[src/rtl/piezo_alert_qual_pkg.sv]
// Shared types and default constants for the piezo alert qualifier.
package piezo_alert_pkg;

   localparam int SAMPLE_W = 12;
   localparam int CNT_W    = 8;
   localparam int TMR_W    = 25;

   localparam logic [SAMPLE_W-1:0] BATT_THR_DEF  = 12'h900;
   localparam logic [SAMPLE_W-1:0] BATT_HYST_DEF = 12'h080;
   localparam logic [SAMPLE_W-1:0] SPD_THR_DEF   = 12'h600;
   localparam int unsigned         PERSIST_DEF   = 8;
   localparam logic [TMR_W-1:0]    OVR_HOLD_DEF  = 25'd25_000_000;

   typedef enum logic {B_OK, B_LOW} batt_state_t;
   typedef enum logic [1:0] {S_OK, S_OVR, S_HOLD} spd_state_t;

endpackage

[src/rtl/piezo_alert_qual_persist_cnt.sv]
// Saturating consecutive-sample counter; hit flags the strobe that completes the run.
module persist_cnt
   import piezo_alert_pkg::*;
#(
   parameter int unsigned PERSIST = PERSIST_DEF
) (
   input  logic clk,
   input  logic rst_n,
   input  logic vld,
   input  logic qual,
   input  logic clr,
   output logic hit
);

   localparam logic [CNT_W-1:0] LAST = CNT_W'(PERSIST - 1);

   logic [CNT_W-1:0] cnt;

   assign hit = vld & qual & ~clr & (cnt == LAST);

   // The run restarts after a hit so the next state begins counting from zero.
   always_ff @(posedge clk or negedge rst_n) begin
      if (!rst_n) begin
         cnt <= '0;
      end else if (clr) begin
         cnt <= '0;
      end else if (vld) begin
         if (!qual || hit)
            cnt <= '0;
         else if (cnt != {CNT_W{1'b1}})
            cnt <= cnt + 8'd1;
      end
   end

endmodule

[src/rtl/piezo_alert_qual.sv]
// Qualifies battery and motor-speed samples into clean piezo mode requests.
// Optional build macro PIEZO_BATT_LATCH_EN makes the low-battery alert terminal until reset.
module piezo_alert_qual
   import piezo_alert_pkg::*;
#(
   parameter logic [SAMPLE_W-1:0] BATT_THR  = BATT_THR_DEF,
   parameter logic [SAMPLE_W-1:0] BATT_HYST = BATT_HYST_DEF,
   parameter logic [SAMPLE_W-1:0] SPD_THR   = SPD_THR_DEF,
   parameter int unsigned         PERSIST   = PERSIST_DEF,
   parameter logic [TMR_W-1:0]    OVR_HOLD  = OVR_HOLD_DEF
) (
   input  logic                       clk,
   input  logic                       rst_n,
   input  logic [SAMPLE_W-1:0]        batt,
   input  logic                       batt_vld,
   input  logic signed [SAMPLE_W-1:0] lft_spd,
   input  logic signed [SAMPLE_W-1:0] rght_spd,
   input  logic                       spd_vld,
   input  logic                       pwr_up,
   input  logic                       en_steer,
   output logic                       norm_mode,
   output logic                       ovr_spd,
   output logic                       batt_low
);

   localparam logic [TMR_W-1:0] HOLD_M1 = OVR_HOLD - 25'd1;

   // -2048 has no positive twin in 12 bits, so it saturates to 2047.
   function automatic logic [SAMPLE_W-1:0] sat_mag(input logic signed [SAMPLE_W-1:0] x);
      if (!x[SAMPLE_W-1])
         return $unsigned(x);
      else if (x == $signed(12'h800))
         return 12'h7FF;
      else
         return $unsigned(-x);
   endfunction

   batt_state_t b_state;
   logic        b_qual, b_clr, b_hit;
   logic        batt_under;

   assign batt_under = (batt < BATT_THR);

`ifdef PIEZO_BATT_LATCH_EN
   assign b_qual = batt_under;
   assign b_clr  = (b_state == B_LOW);
`else
   // Release level kept in 13 bits; above 4095 it is simply unreachable.
   localparam logic [SAMPLE_W:0] BATT_REL = {1'b0, BATT_THR} + {1'b0, BATT_HYST};
   assign b_qual = (b_state == B_OK) ? batt_under : ({1'b0, batt} >= BATT_REL);
   assign b_clr  = 1'b0;
`endif

   persist_cnt #(.PERSIST(PERSIST)) u_batt_cnt (
      .clk  (clk),
      .rst_n(rst_n),
      .vld  (batt_vld),
      .qual (b_qual),
      .clr  (b_clr),
      .hit  (b_hit)
   );

   always_ff @(posedge clk or negedge rst_n) begin
      if (!rst_n) begin
         b_state  <= B_OK;
         batt_low <= 1'b0;
      end else begin
         case (b_state)
            B_OK: if (b_hit) begin
               b_state  <= B_LOW;
               batt_low <= 1'b1;
            end
            B_LOW: begin
`ifndef PIEZO_BATT_LATCH_EN
               if (b_hit) begin
                  b_state  <= B_OK;
                  batt_low <= 1'b0;
               end
`endif
            end
            default: begin
               b_state  <= B_OK;
               batt_low <= 1'b0;
            end
         endcase
      end
   end

   spd_state_t          s_state;
   logic [TMR_W-1:0]    tmr;
   logic [SAMPLE_W-1:0] lft_mag, rght_mag, spd_max;
   logic                s_qual, s_rel, s_clr, s_hit;

   assign lft_mag  = sat_mag(lft_spd);
   assign rght_mag = sat_mag(rght_spd);
   assign spd_max  = (lft_mag > rght_mag) ? lft_mag : rght_mag;
   assign s_qual   = (spd_max > SPD_THR);
   assign s_rel    = spd_vld & s_qual;
   assign s_clr    = (s_state != S_OK);

   persist_cnt #(.PERSIST(PERSIST)) u_spd_cnt (
      .clk  (clk),
      .rst_n(rst_n),
      .vld  (spd_vld),
      .qual (s_qual),
      .clr  (s_clr),
      .hit  (s_hit)
   );

   // A qualifying sample takes priority over timer expiry.
   always_ff @(posedge clk or negedge rst_n) begin
      if (!rst_n) begin
         s_state <= S_OK;
         tmr     <= '0;
         ovr_spd <= 1'b0;
      end else begin
         case (s_state)
            S_OK: if (s_hit) begin
               s_state <= S_OVR;
               tmr     <= HOLD_M1;
               ovr_spd <= 1'b1;
            end
            S_OVR: begin
               if (s_rel)
                  tmr <= HOLD_M1;
               else if (tmr == '0)
                  s_state <= S_HOLD;
               else
                  tmr <= tmr - 25'd1;
            end
            S_HOLD: begin
               if (s_rel) begin
                  s_state <= S_OVR;
                  tmr     <= HOLD_M1;
               end else if (spd_vld) begin
                  s_state <= S_OK;
                  ovr_spd <= 1'b0;
               end
            end
            default: begin
               s_state <= S_OK;
               ovr_spd <= 1'b0;
            end
         endcase
      end
   end

   always_ff @(posedge clk or negedge rst_n) begin
      if (!rst_n)
         norm_mode <= 1'b0;
      else
         norm_mode <= pwr_up & en_steer;
   end

endmodule

[config.mk]
export PLATFORM = sky130hd
export DESIGN_NAME = piezo_alert_qual
export DESIGN_NICKNAME = d
export VERILOG_FILES = /design/src/rtl/piezo_alert_qual_pkg.sv /design/src/rtl/piezo_alert_qual_persist_cnt.sv /design/src/rtl/piezo_alert_qual.sv
export SDC_FILE = /design/constraint.sdc
export NUM_CORES = 1
export LEC_CHECK = 0
export CAP_MARGIN = 30
export CORE_ASPECT_RATIO = 0.7
export CORE_MARGIN = 2
export CORE_UTILIZATION = 50
export CTS_CLUSTER_SIZE = 14
export DETAILED_ROUTE_END_ITERATION = 6
export PLACE_DENSITY = 0.79
export SLEW_MARGIN = 10
export SYNTH_ARGS = -nofsm -noshare
export SYNTH_HDL_FRONTEND = slang
export SYNTH_HIERARCHICAL = 1
export SYNTH_SLANG_ARGS = --single-unit
[constraint.sdc]
create_clock -name clk -period 5.95 [get_ports clk]
set_input_delay 1.19 -clock clk [delete_from_list [all_inputs] [get_ports clk]]
set_output_delay 1.19 -clock clk [all_outputs]
set_load 0.01 [all_outputs]
==> summary.md <==
| Metric | Value |
|---|---|
| CP Class | in -> reg |
| Post-synth top flop | dfrtp_1 |
| Setup crit start kind | input pin |
| Cells after Synth | 484 |
| CTS tree | built |
| Arrival @ worst endpoint | 5.82 ns |
| Routability Congestion | 0.934 |
| Post-DP Area | 4750 um^2 |
| CTS H-tree lvls | 2 |
| Iter 0 DRT Violations | 365 |
| Port bufs | 37 |
| Yosys top cell by area | dfrtp_1 |
| Post-synthesis sequential area ratio | 0.291 |
| Top-area cell type share of the netlist area | 0.291 |
| Final setup fails | 0 |
| Total CTS buffers | 5 |
| Period minus WS final | 5.65 ns |
| Worst Tran Pin Value | 0.847 ns |
| Die width | between 100 and 150 um |
| Leakage | 1.99 nW |
| Layout cell share with drive strength beyond 1 | 0.144 |
| Mapped Avg Cell Area | 8.34 um^2 |
| Number of global-route vias before repair | 3,608 |
| Clock latency on the worst-skew pair | 0.29 ns |
| Die area | about 9000 um^2 |
| Final period util | 0.950 |
| Critical Path, Cell by Cell | clkdlybuf4s50_1 > inv_1 > ha_1 > nand2b_1 > or4_1 > and3_1 > a211oi_1 > inv_1 > ha_1 > nand4_1 > nor3_1 > a21oi_1 > o21ai_1 > nor2_1 > a22oi_2 > nand2b_1 > and4b_1 > nor2_1 > nor3_2 > a21oi_4 > or2_4 > buf_4 > a211o_1 |
| Post-synth cell types | 76 |
| Pre-antenna DRT Iters | 5 |
| Global-route wire length before repair | 16,800 um |
| Buf/Inv on CP | 4 |
| Clock Skew | 0.00700 ns |
| MaxCap Viol Count | 0 |
| Maximum fanout along the worst path | 10 |
| Clock Sinks | 47 |
| Antenna cells | 0 |
| Worst-path cell with the longest stage delay | or4_1 |
| Worst EP required | 6.12 ns |
| Initial Util | 0.515 |
| Post-synth EDFFs | 0 |
| Pwr/cell area | 227 nW/um^2 |
| Final hold slack | 0.507 ns |
| Slowest stage delay, CP | 0.46 ns |
| Clock Tree Root | clkbuf_16 |
| RSZ-0062 raised after global routing | no |
| Cell family with most CP delay | simple AND/OR/NAND/NOR gates |
| Max clock buf depth | 2 |
| F_max | 177 MHz |
| Status | finished, final reports clean |
| DRC | 0 |
| Num ports | 45 |
| Cell with the most instances after synthesis | nor2_1 |
| Ys Warns | 6 |
| Fin. Hold Viols | 0 |
| Worst Setup End Kind | register |
| Peak VDD IR | 0.141 mV |
| Antenna violations before repair | 0 |
| Vias per cell | 6.12 |
| Largest net degree at the start of global routing | 31 |
| Total routed wirelength | 10,000 um |
| CTS clock-pin slew for the worst setup and hold paths | 0.06 ns |
| Fin. max-slew vios | 0 |
| Total Routing Usage GR | 0.228 |
| P&R area growth vs syn | 21.4% |
| Post-DP HPWL | 7570 um |
| HP Class | reg -> reg |
| Via count | 4,009 |
| Final nets | 614 |
| Overflow after GRT | 0 |
| Slew headroom | 0.435 |
| CTS Hold Bufs | 0 |
| ANT nets after route | 0 |
| Synthesis-stage register bit count | 47 |
| Synth top area cells | dfrtp_1, ha_1, nor2_1 |
| WL/cell | approximately 15 um |
| Core ar. | between 7000 and 8000 um^2 |
| Asr flop ratio synth | 1.00 |
| Synth cell count leaders | nor2_1, dfrtp_1, nand2_1 |
| Die H | 79.2 um |
| Syn Std Cell Area | 4040 um^2 |
| Final instance area | 4900 um^2 |
| Rows | 27 |
## cells by family (layout without fill, tap and decap cells)
kind of cell,after synthesis,after routing,synth area share
AO/OA/AOI/OAI,134,134,0.259
XOR/XNOR,13,13,0.0282
adder cells (fa/ha/maj),19,19,0.0589
buffers and inverters,43,110,0.0446
flip-flops,47,47,0.291
multiplexers,6,6,0.0152
other,1,4,0.000929
AND/OR/NAND/NOR,221,221,0.302
## cell type report
cell class | count | area [um^2]
clock inverters | 1 | 5.00
inverters | 28 | 105
multi-input cells | 397 | 2700
clock buffers | 7 | 133
well taps | 101 | 126
repair buffers | 74 | 653
flip-flops and latches | 47 | 1180
fillers | 657 | 2940
## path summary, 6_finish.rpt
check,to,cells past startpoint,slack [ns],from
setup / recovery,tmr[7],23,0.30,rght_spd[1]
hold / removal,u_spd_cnt/cnt[0],1,0.51,u_spd_cnt/cnt[0]
setup reg to reg,tmr[18],13,2.17,tmr[0]
hold reg to reg,u_spd_cnt/cnt[0],1,0.51,u_spd_cnt/cnt[0]
max in group asynchronous,u_batt_cnt/cnt[1],2,4.58,rst_n
min in group asynchronous,tmr[4],1,0.85,rst_n
## stage by stage
step                      setup slack (ns)  std cells   util  power, W  TNS [ns]
after floorplan                      0.376        487      -  0.000677         0
after global placement             -0.0366        645  0.603  0.000813   -0.0720
after detailed placement            -0.110        646  0.606  0.000833    -0.316
after CTS                            0.153        654  0.623   0.00110         0
after global routing                0.0100        655  0.625   0.00118         0
final                                0.299        655  0.625   0.00111         0
## metal layers
layer | global-route usage | share of wire | vias to the layer above
met4 | 0.0284 | 0.0039 | 0
met2 | 0.352 | 0.44 | 138
li1 | - | - | 1966
met1 | 0.343 | 0.49 | 1899
met3 | 0.0427 | 0.064 | 6
met5 | 0 | 0 | -
## cell usage in the layout, fill, tap and decap left out, drive strengths merged, types with 6 or more instances in the layout
cell,n
nor2,50
dfrtp,47
buf,38
clkdlybuf4s50,36
nand2,33
inv,27
o21ai,24
nor3,22
a21oi,22
nand3,19
ha,19
or3,15
a31oi,15
nand2b,11
or2,11
nor4,10
and3,9
nand4,9
and2,8
a211o,8
xor2,7
a211oi,7
clkbuf,7
xnor2,6
o21a,6
o31ai,6
o211ai,6
## where the power goes
group / total [W] / leakage (nW) / switching [W] / internal, W
Clock: 0.000270 / 0.0679 / 0.000115 / 0.000155
Sequential: 0.000386 / 0.560 / 0.0000368 / 0.000350
Combinational: 0.000454 / 1.37 / 0.000259 / 0.000195
## sequential cells by signal, summed over array words and instances (netlist names)
name            cells
b_state             1
u_spd_cnt/cnt       8
ovr_spd             1
tmr                25
u_batt_cnt/cnt      8
s_state             2
batt_low            1
norm_mode           1
## repair_timing
action | CTS | global route
gates resized for setup | 0 | 4
hold endpoints to repair | 0 | 0
setup buffers | 0 | 0
endpoints found under the setup margin | 0 | 24
## worst reg2reg max path, delay by kind of cell (launching register included)
kind / cells / cell delay, ns
AO/OA/AOI/OAI: 1 / 0.21
adder cells (fa/ha/maj): 1 / 0.20
buffers and inverters: 3 / 0.30
flip-flops: 1 / 0.40
AND/OR/NAND/NOR: 8 / 2.56
(Power assumes the default switching activity.)
